### src/rtl/ulpb_resp_agent_if.sv
// Bundle of per-channel layer handshakes plus the shared event-log consumer port.
// The agent takes the slave side; the layer/host model takes the master side.
interface ulpb_resp_agent_if #(
    parameter int NUM_CH     = 4,
    parameter int ADDR_WIDTH = 8,
    parameter int DATA_WIDTH = 32,
    parameter int CNT_WIDTH  = 16
);
    localparam int CH_W = (NUM_CH > 1) ? $clog2(NUM_CH) : 1;

    logic [NUM_CH-1:0]            auto_rx_en;
    logic [NUM_CH-1:0]            rx_req;
    logic [NUM_CH-1:0]            rx_fail;
    logic [NUM_CH*ADDR_WIDTH-1:0] rx_addr;
    logic [NUM_CH*DATA_WIDTH-1:0] rx_data;
    logic [NUM_CH-1:0]            rx_ack;
    logic [NUM_CH-1:0]            tx_succ;
    logic [NUM_CH-1:0]            tx_fail;
    logic [NUM_CH-1:0]            tx_resp_ack;
    logic                         log_valid;
    logic                         log_ready;
    logic [1:0]                   log_kind;
    logic [CH_W-1:0]              log_ch;
    logic [ADDR_WIDTH-1:0]        log_addr;
    logic [DATA_WIDTH-1:0]        log_data;
    logic [CNT_WIDTH-1:0]         ev_cnt;
    logic [CNT_WIDTH-1:0]         drop_cnt;

    modport slave (
        input  auto_rx_en, rx_req, rx_fail, rx_addr, rx_data, tx_succ, tx_fail, log_ready,
        output rx_ack, tx_resp_ack, log_valid, log_kind, log_ch, log_addr, log_data,
               ev_cnt, drop_cnt
    );

    modport master (
        output auto_rx_en, rx_req, rx_fail, rx_addr, rx_data, tx_succ, tx_fail, log_ready,
        input  rx_ack, tx_resp_ack, log_valid, log_kind, log_ch, log_addr, log_data,
               ev_cnt, drop_cnt
    );
endinterface

### src/rtl/ulpb_resp_agent.sv
// N-channel handshake closer: per-channel RX/TX ack FSMs, round-robin grant,
// and a shared show-ahead event log FIFO with saturating event/drop counters.
//
//   state  | meaning
//   R_IDLE | RX source waiting for a grant; rx_ack low
//   R_ACK  | RX event taken; rx_ack high until rx_req and rx_fail both drop
//   T_IDLE | TX source waiting for a grant; tx_resp_ack low
//   T_ACK  | TX event taken; tx_resp_ack high until tx_succ and tx_fail both drop
module ulpb_resp_agent #(
    parameter int NUM_CH       = 4,
    parameter int ADDR_WIDTH   = 8,
    parameter int DATA_WIDTH   = 32,
    parameter int FIFO_DEPTH   = 4,
    parameter int CNT_WIDTH    = 16,
    parameter int DROP_ON_FULL = 0
) (
    input logic            clk,
    input logic            resetn,
    ulpb_resp_agent_if.slave bus
);
    localparam int NREQ  = 2 * NUM_CH;
    localparam int PTR_W = $clog2(NREQ);
    localparam int CH_W  = (NUM_CH > 1) ? $clog2(NUM_CH) : 1;
    localparam int AW    = $clog2(FIFO_DEPTH);
    localparam int EW    = 2 + CH_W + ADDR_WIDTH + DATA_WIDTH;
    localparam logic [AW:0]          FPTR_ONE = 1;
    localparam logic [CNT_WIDTH-1:0] CNT_ONE  = 1;

    typedef enum logic {R_IDLE, R_ACK} rx_state_e;
    typedef enum logic {T_IDLE, T_ACK} tx_state_e;

    rx_state_e rx_state_q [NUM_CH];
    rx_state_e rx_state_d [NUM_CH];
    tx_state_e tx_state_q [NUM_CH];
    tx_state_e tx_state_d [NUM_CH];

    logic [NREQ-1:0]       req;
    logic [NREQ-1:0]       gnt;
    logic                  gnt_vld;
    logic [PTR_W-1:0]      gnt_idx;
    logic [PTR_W-1:0]      rr_ptr_q, rr_ptr_d;
    logic [1:0]            ent_kind;
    logic [CH_W-1:0]       ent_ch;
    logic [ADDR_WIDTH-1:0] ent_addr;
    logic [DATA_WIDTH-1:0] ent_data;
    logic [EW-1:0]         mem_q [FIFO_DEPTH];
    logic [EW-1:0]         head;
    logic [AW:0]           wptr_q, rptr_q;
    logic                  full, empty, push, pop, drop;
    logic [CNT_WIDTH-1:0]  ev_cnt_q, drop_cnt_q;

    assign empty = (wptr_q == rptr_q);
    assign full  = (wptr_q[AW] != rptr_q[AW]) && (wptr_q[AW-1:0] == rptr_q[AW-1:0]);
    assign push  = gnt_vld && !full;
    assign drop  = gnt_vld && full;
    assign pop   = !empty && bus.log_ready;

    // Even requester indices are RX, odd are TX, so requester 2*ch+1 sits next to its RX twin.
    always_comb begin
        req = '0;
        for (int ch = 0; ch < NUM_CH; ch++) begin
            req[2*ch]   = (rx_state_q[ch] == R_IDLE) &&
                          (bus.rx_fail[ch] || (bus.rx_req[ch] && bus.auto_rx_en[ch]));
            req[2*ch+1] = (tx_state_q[ch] == T_IDLE) && (bus.tx_succ[ch] || bus.tx_fail[ch]);
        end
    end

    always_comb begin
        gnt_vld  = 1'b0;
        gnt_idx  = '0;
        rr_ptr_d = rr_ptr_q;
        if ((DROP_ON_FULL != 0) || !full) begin
            for (int k = 0; k < NREQ; k++) begin
                if (!gnt_vld && req[(int'(rr_ptr_q) + k) % NREQ]) begin
                    gnt_vld = 1'b1;
                    gnt_idx = PTR_W'((int'(rr_ptr_q) + k) % NREQ);
                end
            end
        end
        gnt = gnt_vld ? (NREQ'(1) << gnt_idx) : '0;
        if (gnt_vld) begin
            rr_ptr_d = (int'(gnt_idx) == NREQ - 1) ? '0 : gnt_idx + PTR_W'(1);
        end
    end

    always_comb begin
        ent_ch   = CH_W'(int'(gnt_idx) / 2);
        ent_kind = 2'd0;
        ent_addr = '0;
        ent_data = '0;
        if (!gnt_idx[0]) begin
            if (bus.rx_fail[ent_ch]) begin
                ent_kind = 2'd1;
            end else begin
                ent_addr = bus.rx_addr[ent_ch*ADDR_WIDTH +: ADDR_WIDTH];
                ent_data = bus.rx_data[ent_ch*DATA_WIDTH +: DATA_WIDTH];
            end
        end else begin
            ent_kind = bus.tx_succ[ent_ch] ? 2'd2 : 2'd3;
        end
    end

    always_comb begin
        bus.rx_ack      = '0;
        bus.tx_resp_ack = '0;
        for (int ch = 0; ch < NUM_CH; ch++) begin
            rx_state_d[ch] = rx_state_q[ch];
            tx_state_d[ch] = tx_state_q[ch];
            case (rx_state_q[ch])
                R_IDLE: if (gnt[2*ch]) rx_state_d[ch] = R_ACK;
                R_ACK: begin
                    bus.rx_ack[ch] = 1'b1;
                    if (!(bus.rx_req[ch] || bus.rx_fail[ch])) rx_state_d[ch] = R_IDLE;
                end
            endcase
            case (tx_state_q[ch])
                T_IDLE: if (gnt[2*ch+1]) tx_state_d[ch] = T_ACK;
                T_ACK: begin
                    bus.tx_resp_ack[ch] = 1'b1;
                    if (!(bus.tx_succ[ch] || bus.tx_fail[ch])) tx_state_d[ch] = T_IDLE;
                end
            endcase
        end
    end

    always_ff @(posedge clk or negedge resetn) begin
        if (!resetn) begin
            for (int ch = 0; ch < NUM_CH; ch++) begin
                rx_state_q[ch] <= R_IDLE;
                tx_state_q[ch] <= T_IDLE;
            end
            rr_ptr_q   <= '0;
            wptr_q     <= '0;
            rptr_q     <= '0;
            ev_cnt_q   <= '0;
            drop_cnt_q <= '0;
        end else begin
            for (int ch = 0; ch < NUM_CH; ch++) begin
                rx_state_q[ch] <= rx_state_d[ch];
                tx_state_q[ch] <= tx_state_d[ch];
            end
            rr_ptr_q <= rr_ptr_d;
            if (push) wptr_q <= wptr_q + FPTR_ONE;
            if (pop)  rptr_q <= rptr_q + FPTR_ONE;
            if (push && (ev_cnt_q != '1))   ev_cnt_q   <= ev_cnt_q + CNT_ONE;
            if (drop && (drop_cnt_q != '1)) drop_cnt_q <= drop_cnt_q + CNT_ONE;
        end
    end

    // Storage needs no reset: nothing is visible until the write pointer moves past it.
    always_ff @(posedge clk) begin
        if (push) mem_q[wptr_q[AW-1:0]] <= {ent_kind, ent_ch, ent_addr, ent_data};
    end

    assign head          = empty ? '0 : mem_q[rptr_q[AW-1:0]];
    assign bus.log_valid = !empty;
    assign {bus.log_kind, bus.log_ch, bus.log_addr, bus.log_data} = head;
    assign bus.ev_cnt    = ev_cnt_q;
    assign bus.drop_cnt  = drop_cnt_q;
endmodule

### src/flat_wrapper.sv
// flat-port wrapper written by rule: the top's interface ports become plain ports
module ulpb_resp_agent_flat 
#(
    parameter int NUM_CH       = 4,
    parameter int ADDR_WIDTH   = 8,
    parameter int DATA_WIDTH   = 32,
    parameter int FIFO_DEPTH   = 4,
    parameter int CNT_WIDTH    = 16,
    parameter int DROP_ON_FULL = 0
)
  (clk, resetn, bus_auto_rx_en, bus_rx_req, bus_rx_fail, bus_rx_addr, bus_rx_data, bus_tx_succ, bus_tx_fail, bus_log_ready, bus_rx_ack, bus_tx_resp_ack, bus_log_valid, bus_log_kind, bus_log_ch, bus_log_addr, bus_log_data, bus_ev_cnt, bus_drop_cnt);
  ulpb_resp_agent_if #(.NUM_CH(NUM_CH), .ADDR_WIDTH(ADDR_WIDTH), .DATA_WIDTH(DATA_WIDTH), .CNT_WIDTH(CNT_WIDTH)) bus_i ();
  input logic clk;
  input logic resetn;
  input wire logic [$bits(bus_i.auto_rx_en)-1:0] bus_auto_rx_en;
  input wire logic [$bits(bus_i.rx_req)-1:0] bus_rx_req;
  input wire logic [$bits(bus_i.rx_fail)-1:0] bus_rx_fail;
  input wire logic [$bits(bus_i.rx_addr)-1:0] bus_rx_addr;
  input wire logic [$bits(bus_i.rx_data)-1:0] bus_rx_data;
  input wire logic [$bits(bus_i.tx_succ)-1:0] bus_tx_succ;
  input wire logic [$bits(bus_i.tx_fail)-1:0] bus_tx_fail;
  input wire logic [$bits(bus_i.log_ready)-1:0] bus_log_ready;
  output wire logic [$bits(bus_i.rx_ack)-1:0] bus_rx_ack;
  output wire logic [$bits(bus_i.tx_resp_ack)-1:0] bus_tx_resp_ack;
  output wire logic [$bits(bus_i.log_valid)-1:0] bus_log_valid;
  output wire logic [$bits(bus_i.log_kind)-1:0] bus_log_kind;
  output wire logic [$bits(bus_i.log_ch)-1:0] bus_log_ch;
  output wire logic [$bits(bus_i.log_addr)-1:0] bus_log_addr;
  output wire logic [$bits(bus_i.log_data)-1:0] bus_log_data;
  output wire logic [$bits(bus_i.ev_cnt)-1:0] bus_ev_cnt;
  output wire logic [$bits(bus_i.drop_cnt)-1:0] bus_drop_cnt;
  assign bus_i.auto_rx_en = bus_auto_rx_en;
  assign bus_i.rx_req = bus_rx_req;
  assign bus_i.rx_fail = bus_rx_fail;
  assign bus_i.rx_addr = bus_rx_addr;
  assign bus_i.rx_data = bus_rx_data;
  assign bus_i.tx_succ = bus_tx_succ;
  assign bus_i.tx_fail = bus_tx_fail;
  assign bus_i.log_ready = bus_log_ready;
  assign bus_rx_ack = bus_i.rx_ack;
  assign bus_tx_resp_ack = bus_i.tx_resp_ack;
  assign bus_log_valid = bus_i.log_valid;
  assign bus_log_kind = bus_i.log_kind;
  assign bus_log_ch = bus_i.log_ch;
  assign bus_log_addr = bus_i.log_addr;
  assign bus_log_data = bus_i.log_data;
  assign bus_ev_cnt = bus_i.ev_cnt;
  assign bus_drop_cnt = bus_i.drop_cnt;
  ulpb_resp_agent #(.NUM_CH(NUM_CH), .ADDR_WIDTH(ADDR_WIDTH), .DATA_WIDTH(DATA_WIDTH), .FIFO_DEPTH(FIFO_DEPTH), .CNT_WIDTH(CNT_WIDTH), .DROP_ON_FULL(DROP_ON_FULL)) u_core (.clk(clk), .resetn(resetn), .bus(bus_i));
endmodule
### config.mk
export PLATFORM = sky130hd
export DESIGN_NAME = ulpb_resp_agent_flat
export DESIGN_NICKNAME = d
export VERILOG_FILES = /design/src/rtl/ulpb_resp_agent_if.sv /design/src/rtl/ulpb_resp_agent.sv /design/src/flat_wrapper.sv
export SDC_FILE = /design/constraint.sdc
export NUM_CORES = 1
export LEC_CHECK = 0
export BUFFER_PORTS_ARGS = -buffer_cell sky130_fd_sc_hd__buf_2
export CELL_PAD_IN_SITES_DETAIL_PLACEMENT = 1
export CELL_PAD_IN_SITES_GLOBAL_PLACEMENT = 2
export CORE_MARGIN = 5
export CORE_UTILIZATION = 34
export DETAILED_ROUTE_END_ITERATION = 6
export GPL_TIMING_DRIVEN = 0
export PLACE_DENSITY_LB_ADDON = 0.12
export SKIP_LAST_GASP = 1
export SYNTH_ARGS = -nofsm -noshare
export SYNTH_HDL_FRONTEND = slang
export SYNTH_SLANG_ARGS = --single-unit
### constraint.sdc
create_clock -name clk -period 8.95 [get_ports clk]
set_input_delay 0.895 -clock clk [delete_from_list [all_inputs] [get_ports clk]]
set_output_delay 0.895 -clock clk [all_outputs]
set_load 0.01 [all_outputs]
==> results.py, run 1 <==
metrics = {
    "run_status": {
        "outcome": "finished, final reports clean",
    },
    "yosys": {
        "synth_cell_types": 76,
        "yosysTopAreaCellShare": 0.4596,
        "syn-num-nets": 1015,
        "synth_flop_cell": "edfxtp_1",
        "synthTopCellsByCount": "176 x edfxtp_1, 71 x nand2_1, 51 x nor2b_1, 49 x dfrtp_1, 48 x a21oi_1",
        "synth-edff-count": 176,
        "yosys-top-cells-area": "edfxtp_1 46%, dfrtp_1 11%, mux4_2 8.6%",
        "yosys.cell_count.top_type": "edfxtp_1",
        "yosysWarnings": 0,
        "syn_inst": 818,
        "synth_area_mm2": 0.01150,
        "ys_ff_latch": 225,
        "seq_area_frac_synth": 0.5662,
        "synth.avg_cell_area_um2": 14.06,
        "synth_top_area_cell": "edfxtp_1",
        "synthArstFlopShare": 0.2178,
    },
    "clock_tree": {
        "postCtsHoldBufs": 0,
        "htreeDepth": 1,
        "cts_tree": "built",
        "cts_buffers": 25,
        "ctsResizeCount": 0,
        "root_buffer": "clkbuf_16",
        "cts_setup_buffers": 0,
        "insertion_delay_ns": 0.52,
        "clockBufferDepth": 3,
        "path_clk_slew_ns": 0.06,
        "cts.sinks": 225,
    },
    "drt": {
        "wl_mm": 34.64,
        "met3_length_mm": 1.545,
        "num_vias": 8155,
        "routed.top_layer": "met5",
        "wl_per_cell_um": 21.85,
        "drt.antenna.violating_nets": 0,
        "drc": 0,
        "drt_iter0_markers": 361,
        "dr_wl_met2_mm": 18.10,
        "wl_met1_mm": 14.53,
        "vias_per_cell": 5.145,
        "firstDrtPassIters": 4,
    },
    "global_route": {
        "grt_pass1_wl_mm": 53.07,
        "grt_max_degree": 50,
        "grt_pass1_vias": 8887,
        "grtUsageTotal": 0.1771,
        "overflow": 0,
        "antenna_found_initial": 2,
    },
    "placed_design": {
        "io_buffers": 267,
        "place_hpwl_mm": 25.89,
        "gp_congestion": 0.8171,
    },
    "finish": {
        "syn_to_final_growth_pct": 24.74,
        "fillers": 3547,
        "final_layout_size_suffix_gt1_frac": 0.3944,
        "fin_nets": 1314,
    },
    "hold_path": {
        "worstHoldPathType": "reg -> reg",
    },
    "timing": {
        "slew_headroom": 0.2128,
        "worst_slew_pin_slew_ns": 1.181,
        "final_max_slew_viol_count": 0,
        "fmax_mhz": 194.9,
        "skew_ns": 0.01253,
        "final_hold_viol_count": 0,
        "tns_ns": 0,
        "setup_viol": 0,
        "fin_crit_sh": 0.5734,
        "rsz0062_at_grt": "no",
        "min_period_ns": 5.132,
    },
    "die": {
        "initial_core_util": 0.3438,
        "rows": 67,
        "core_area_mm2": 0.03345,
        "dieHeight_um": 193.9,
        "dieArea_mm2": 0.03760,
        "die_w_um": 193.9,
        "io_pins": 268,
    },
    "critical_path": {
        "required_ns": 9.32,
        "crit_fanout": 15,
        "end_kind": "register",
        "start_kind": "register",
        "cp.arrival_ns": 5.50,
        "criticalPathCategory": "reg -> reg",
    },
    "run": {
        "drv_cap": 0,
    },
}
metrics by stage:
stage	cells	util	instance area (um2)	worst slack (ns)	hold slack, ns
after global routing	1585	0.4289	14350	3.499	0.4780
after detailed placement	1538	0.4043	13520	3.849	0.4424
after floorplan	818	-	11500	4.785	0.4619
final	1585	0.4289	14350	3.818	0.4453
after CTS	1584	0.4288	14340	3.827	0.4552
after global placement	1533	0.4005	13400	2.884	0.4344
layout by cell type, fill, tap and decap left out, types with 14 or more instances in the layout:
cell,count
clkbuf_1,48
a21oi_1,48
nand2_1,71
a221oi_2,43
mux2i_1,43
buf_2,279
xnor2_1,17
dfrtp_1,49
ha_1,14
nor2_1,14
nor2b_1,51
edfxtp_1,176
o21ai_0,19
clkbuf_16,25
mux4_2,44
final cells by class:
type | count | area (um2) | share of cell area
Timing Repair Buffer | 272 | 1459 | 0.1017
Sequential cell | 225 | 6511 | 0.4539
Tap cell | 448 | 560.5 | 0.03908
Inverter | 12 | 46.29 | 0.003227
Buffer | 71 | 386.6 | 0.02695
Antenna cell | 1 | 2.502 | 0.0001744
Clock inverter | 10 | 121.4 | 0.008461
Clock buffer | 36 | 696.9 | 0.04858
Multi-Input combinational cell | 510 | 4561 | 0.3179
routing by layer:
layer  track usage  vias to the layer above
met2        0.3281                      203
met3       0.02919                       31
met1        0.2214                     4131
li1              -                     3788
met4       0.02969                        2
met5             0                        -
registers in the layout, summed over array words and instances, names as in the netlist:
register,flops
u_core.mem_q,176
u_core.bus.drop_cnt,16
u_core.bus.ev_cnt,16
u_core.rx_state_q,4
u_core.tx_state_q,4
u_core.rptr_q,3
u_core.rr_ptr_q,3
u_core.wptr_q,3
cell families after synthesis:
logic type      count (synthesis)  synth area share
compound gates                190            0.1464
mux                            92            0.1287
fa+ha+maj                      14           0.01523
flops                         225            0.5662
simple gates                  189           0.08509
xor+xnor                       25           0.02067
buf+inv                        83           0.03765
final timing paths:
kind / from / to / slack, ns / cells past startpoint
min in group asynchronous: resetn / u_core.tx_state_q[0] / 0.62 / 1
hold / removal: u_core.bus.drop_cnt[1] / u_core.bus.drop_cnt[1] / 0.45 / 1
setup / recovery: u_core.rr_ptr_q[1] / u_core.rr_ptr_q[0] / 3.82 / 18
setup reg to reg: u_core.rr_ptr_q[1] / u_core.rr_ptr_q[0] / 3.82 / 18
max in group asynchronous: resetn / u_core.bus.drop_cnt[8] / 7.61 / 1
hold reg to reg: u_core.bus.drop_cnt[1] / u_core.bus.drop_cnt[1] / 0.45 / 1
worst max-delay path: stages (launching register included):
cell	delay, ns
dfrtp_1	0.42
buf_6	0.16
buf_2	0.22
inv_1	0.14
ha_1	0.36
buf_4	0.19
nor2_2	0.31
a22oi_1	0.23
a32oi_1	0.60
nor2_1	0.17
mux2_2	0.30
o21ai_1	0.12
o211a_1	0.17
buf_6	0.18
clkbuf_1	0.63
ha_1	0.30
ha_1	0.23
nand2b_1	0.13
o22ai_1	0.08
Power of run 1 is left out: the tool's default activity adds up to more than one toggle a clock period on the data nets, which glitch-free logic cannot reach.
==> run 2, diff against run 1 <==
clock period = 5.1 ns   (was 8.95 ns; I/O delays follow)
==> results.py, run 2 (synthesized netlist as in run 1, its figures left out) <==
metrics = {
    "die": {
        "die_w_um": 193.9,
        "rows": 67,
        "core_area_mm2": 0.03345,
        "io_pins": 268,
        "initial_core_util": 0.3438,
        "dieHeight_um": 193.9,
        "dieArea_mm2": 0.03760,
    },
    "critical_path": {
        "crit_fanout": 10,
        "crit_family": "compound AO/OA/AOI/OAI gates",
        "cp.arrival_ns": 5.05,
        "path_depth": 18,
        "r2r_end": "u_core.mem_q[3][27]",
        "end_kind": "register",
        "path_cells": "buf_6, buf_2, inv_1, ha_1, buf_4, nor2_1, a221o_1, a32o_1, o32ai_4, and2_2, o21a_1, o21a_1, clkbuf_4, clkinvlp_4, nor2_2, a22oi_4, buf_6, a221oi_2",
        "criticalPathCategory": "reg -> reg",
        "start_kind": "register",
        "crit_buf_inv": 7,
        "worstReg2RegStart": "u_core.rr_ptr_q[1]",
        "r2r_setup_slack_ns": 0.35,
        "rr_worst_depth": 18,
        "cpPeakStageDelay_ns": 0.43,
        "crit_path_top_delay_cell": "dfrtp_1",
        "required_ns": 5.39,
    },
    "drt": {
        "wl_per_cell_um": 21.86,
        "wl_mm": 34.64,
        "drt_iter0_markers": 319,
        "drc": 0,
        "firstDrtPassIters": 4,
        "vias_per_cell": 5.167,
        "drt.antenna.violating_nets": 0,
        "num_vias": 8189,
    },
    "timing": {
        "setup_viol": 0,
        "worst_slew_pin_slew_ns": 1.181,
        "tns_ns": 0,
        "slew_headroom": 0.2127,
        "fin_crit_sh": 0.9320,
        "min_period_ns": 4.753,
        "skew_ns": 0.01233,
        "final_hold_viol_count": 0,
        "final_max_slew_viol_count": 0,
        "fmax_mhz": 210.4,
    },
    "clock_tree": {
        "cts_setup_buffers": 0,
        "cts.sinks": 225,
        "postCtsHoldBufs": 0,
        "cts_tree": "built",
        "htreeDepth": 1,
        "root_buffer": "clkbuf_16",
        "cts_buffers": 25,
        "path_clk_slew_ns": 0.06,
        "clockBufferDepth": 3,
        "insertion_delay_ns": 0.52,
    },
    "finish": {
        "fin_nets": 1313,
        "largest_register_ffs": 176,
        "stdcell_count": 1585,
        "syn_to_final_growth_pct": 26.35,
        "layout_common_cells": "278 x buf_2, 176 x edfxtp_1, 71 x nand2_1, 51 x nor2b_1, 49 x dfrtp_1",
        "fillers": 3535,
        "final_layout_size_suffix_gt1_frac": 0.4000,
        "layout_commonest_cell": "buf_2",
    },
    "placed_design": {
        "io_buffers": 267,
        "gp_congestion": 0.8171,
        "dp_cells": 1538,
        "place_hpwl_mm": 25.89,
    },
    "hold_path": {
        "worstHoldPathType": "in -> async",
    },
    "global_route": {
        "overflow": 0,
        "grt_max_degree": 50,
        "grtUsageTotal": 0.1764,
        "antenna_found_initial": 2,
        "grt_pass1_vias": 8879,
        "grt_pass1_wl_mm": 52.90,
    },
    "run": {
        "drv_cap": 0,
    },
    "run_status": {
        "outcome": "finished, final reports clean",
    },
}
run 2: cell count changes in the layout (fill, tap and decap cells not counted), sizes merged:
cell / delta
buf: -2
clkbuf: +1
clkinvlp: +1
diode: +1
inv: -1
run 2: worst max-delay path by stage:
stage,start,to,slack [ns]
final,u_core.rr_ptr_q[1],u_core.mem_q[3][27],0.35
after global routing,u_core.rr_ptr_q[1],u_core.mem_q[1][11],-0.003
after CTS,u_core.rr_ptr_q[1],u_core.mem_q[1][42],0.02
after detailed placement,u_core.rr_ptr_q[1],u_core.rr_ptr_q[0],-0.001
after global placement,u_core.rr_ptr_q[1],u_core.mem_q[1][5],-0.97
after floorplan,u_core.rr_ptr_q[1],u_core.mem_q[0][0],0.94
run 2: layout make-up:
cell class                      instances  area, um2  area share
Timing Repair Buffer                  272       1459      0.1004
Antenna cell                            2      5.005   0.0003444
Clock inverter                         10      121.4    0.008353
Multi-Input combinational cell        510       4738      0.3261
Sequential cell                       225       6511      0.4481
Tap cell                              448      560.5     0.03858
Clock buffer                           36      696.9     0.04796
Inverter                               12      50.05    0.003444
Buffer                                 70      387.9     0.02669
run 2: timing repair:
| item | 4_1_cts | 5_1_grt |
|---|---|---|
| gates resized for setup | 0 | 26 |
| pin swaps | 0 | 2 |
| setup endpoints to repair | 5 | 184 |
| endpoints found under the hold margin | 0 | 0 |
run 2: per-layer routing:
| metal | vias to the layer above | share of wire | GRT usage |
|---|---|---|---|
| met1 | 4167 | 0.42 | 0.2212 |
| met3 | 35 | 0.047 | 0.02919 |
| met4 | 2 | 0.015 | 0.02969 |
| met5 | - | 0.00020 | 0 |
| li1 | 3789 | - | - |
| met2 | 196 | 0.52 | 0.3259 |
run 2: per-stage QoR:
step | util | area [um2] | worst slack (ns) | hold WS [ns]
2_1_floorplan | - | 11500 | 0.9354 | 0.2144
3_3_place_gp | 0.4005 | 13400 | -0.9657 | 0.4344
3_5_place_dp | 0.4043 | 13520 | -0.001282 | 0.4424
4_1_cts | 0.4287 | 14340 | 0.02142 | 0.2294
5_1_grt | 0.4343 | 14530 | -0.002975 | 0.2592
6_report | 0.4344 | 14530 | 0.3467 | 0.2279
Power of run 2 is left out for the same reason.
==> run 3, diff against run 2 <==
CORE_MARGIN = 4   (was 5)
==> results.py, run 3 (synthesized netlist as in run 1, its figures left out) <==
metrics = {
    "clock_tree": {
        "insertion_delay_ns": 0.52,
        "root_buffer": "clkbuf_16",
        "cts_tree": "built",
        "cts.sinks": 225,
        "clockBufferDepth": 3,
        "cts_buffers": 25,
        "path_clk_slew_ns": 0.06,
        "postCtsHoldBufs": 0,
        "htreeDepth": 1,
    },
    "timing": {
        "worst_hold_slack_ns": 0.2301,
        "slew_headroom": 0.2033,
        "min_period_ns": 4.890,
        "tns_ns": 0,
        "fmax_mhz": 204.5,
        "final_max_slew_viol_count": 0,
        "fin_crit_sh": 0.9589,
        "setup_viol": 0,
        "final_hold_viol_count": 0,
        "worst_slew_pin_slew_ns": 1.195,
        "skew_ns": 0.01129,
    },
    "drt": {
        "num_vias": 8168,
        "wl_mm": 34.54,
        "firstDrtPassIters": 4,
        "wl_per_cell_um": 21.72,
        "vias_per_cell": 5.137,
        "drt_iter0_markers": 374,
        "drt.antenna.violating_nets": 0,
        "drc": 0,
    },
    "placed_design": {
        "gp_congestion": 0.8428,
        "io_buffers": 267,
        "place_hpwl_mm": 25.24,
        "postPlaceCellArea_mm2": 0.01348,
        "dp_cells": 1537,
    },
    "hold_path": {
        "worstHoldPathType": "in -> async",
    },
    "run_status": {
        "outcome": "finished, final reports clean",
    },
    "finish": {
        "fin_nets": 1319,
        "final_area_mm2": 0.01463,
        "layout_commonest_cell": "buf_2",
        "syn_to_final_growth_pct": 27.24,
        "stdcell_count": 1590,
        "layout_common_cells": "278 x buf_2, 176 x edfxtp_1, 71 x nand2_1, 51 x nor2b_1, 49 x dfrtp_1",
        "final_layout_size_suffix_gt1_frac": 0.4040,
        "largest_register_ffs": 176,
    },
    "global_route": {
        "antenna_found_initial": 2,
        "overflow": 0,
        "grt_max_degree": 50,
        "grt_pass1_wl_mm": 51.25,
        "grtUsageTotal": 0.1801,
        "grt_pass1_vias": 8810,
    },
    "die": {
        "io_pins": 268,
        "dieHeight_um": 191.9,
        "die_w_um": 191.9,
        "initial_core_util": 0.3438,
        "dieArea_mm2": 0.03683,
        "core_area_mm2": 0.03345,
        "rows": 67,
    },
    "critical_path": {
        "cp.arrival_ns": 5.16,
        "required_ns": 5.37,
        "r2r_end": "u_core.mem_q[2][0]",
        "rr_worst_depth": 17,
        "criticalPathCategory": "reg -> reg",
        "start_kind": "register",
        "crit_fanout": 24,
        "worstReg2RegStart": "u_core.rr_ptr_q[1]",
        "r2r_setup_slack_ns": 0.21,
        "end_kind": "register",
    },
    "run": {
        "drv_cap": 0,
    },
}
## run 3: through the flow
stage,worst slack [ns],utilization
floorplan,0.9354,-
global placement,-0.9582,0.4005
detailed placement,-0.01152,0.4031
CTS,0.03478,0.4281
global route,-0.05955,0.4375
finish,0.2095,0.4375
## run 3: how the worst max path moves through the flow
stage | startpoint | to | slack (ns)
floorplan | u_core.rr_ptr_q[1] | u_core.mem_q[0][0] | 0.94
global placement | u_core.rr_ptr_q[1] | u_core.mem_q[0][10] | -0.96
detailed placement | u_core.rr_ptr_q[1] | u_core.rr_ptr_q[0] | -0.01
CTS | u_core.rr_ptr_q[1] | u_core.mem_q[2][15] | 0.03
global route | u_core.rr_ptr_q[1] | u_core.mem_q[2][0] | -0.06
finish | u_core.rr_ptr_q[1] | u_core.mem_q[2][0] | 0.21
## run 3: layout make-up
class	count	area (um2)
buffer	70	390.4
clock buffer	35	683.2
tap	448	560.5
sequential	225	6511
inverter	12	50.05
multi-input combinational	510	4818
antenna	1	2.502
fill	3516	18820
clock inverter	11	147.6
timing repair buffer	278	1469
## run 3: worst max-delay path: stages (launching register included)
cell and delay (ns):
dfrtp_1 0.43, buf_6 0.17, buf_2 0.22, inv_1 0.16, ha_1 0.40, buf_4 0.21, nor2_1 0.06, a221o_1 0.46
a32o_1 0.28, o32ai_4 0.31, and2_2 0.26, o21a_1 0.13, o211a_1 0.15, buf_6 0.25, mux2i_1 0.37, a22oi_4 0.17
buf_6 0.20, a221oi_2 0.37
## run 3: timing repair
| item | in CTS | in global routing |
|---|---|---|
| setup endpoints to repair | 9 | 257 |
| buffers inserted | 0 | 7 |
| resized for setup | 1 | 35 |
| pin swaps | 0 | 1 |
| hold endpoints to repair | 0 | 0 |
## run 3: per-layer routing
metal,track usage,up-vias,wire length (um)
li1,-,3794,-
met1,0.2263,4140,14570
met2,0.3303,191,17880
met3,0.02508,41,1526
met4,0.03895,2,549
met5,0,-,11
Power of run 3 is left out for the same reason.
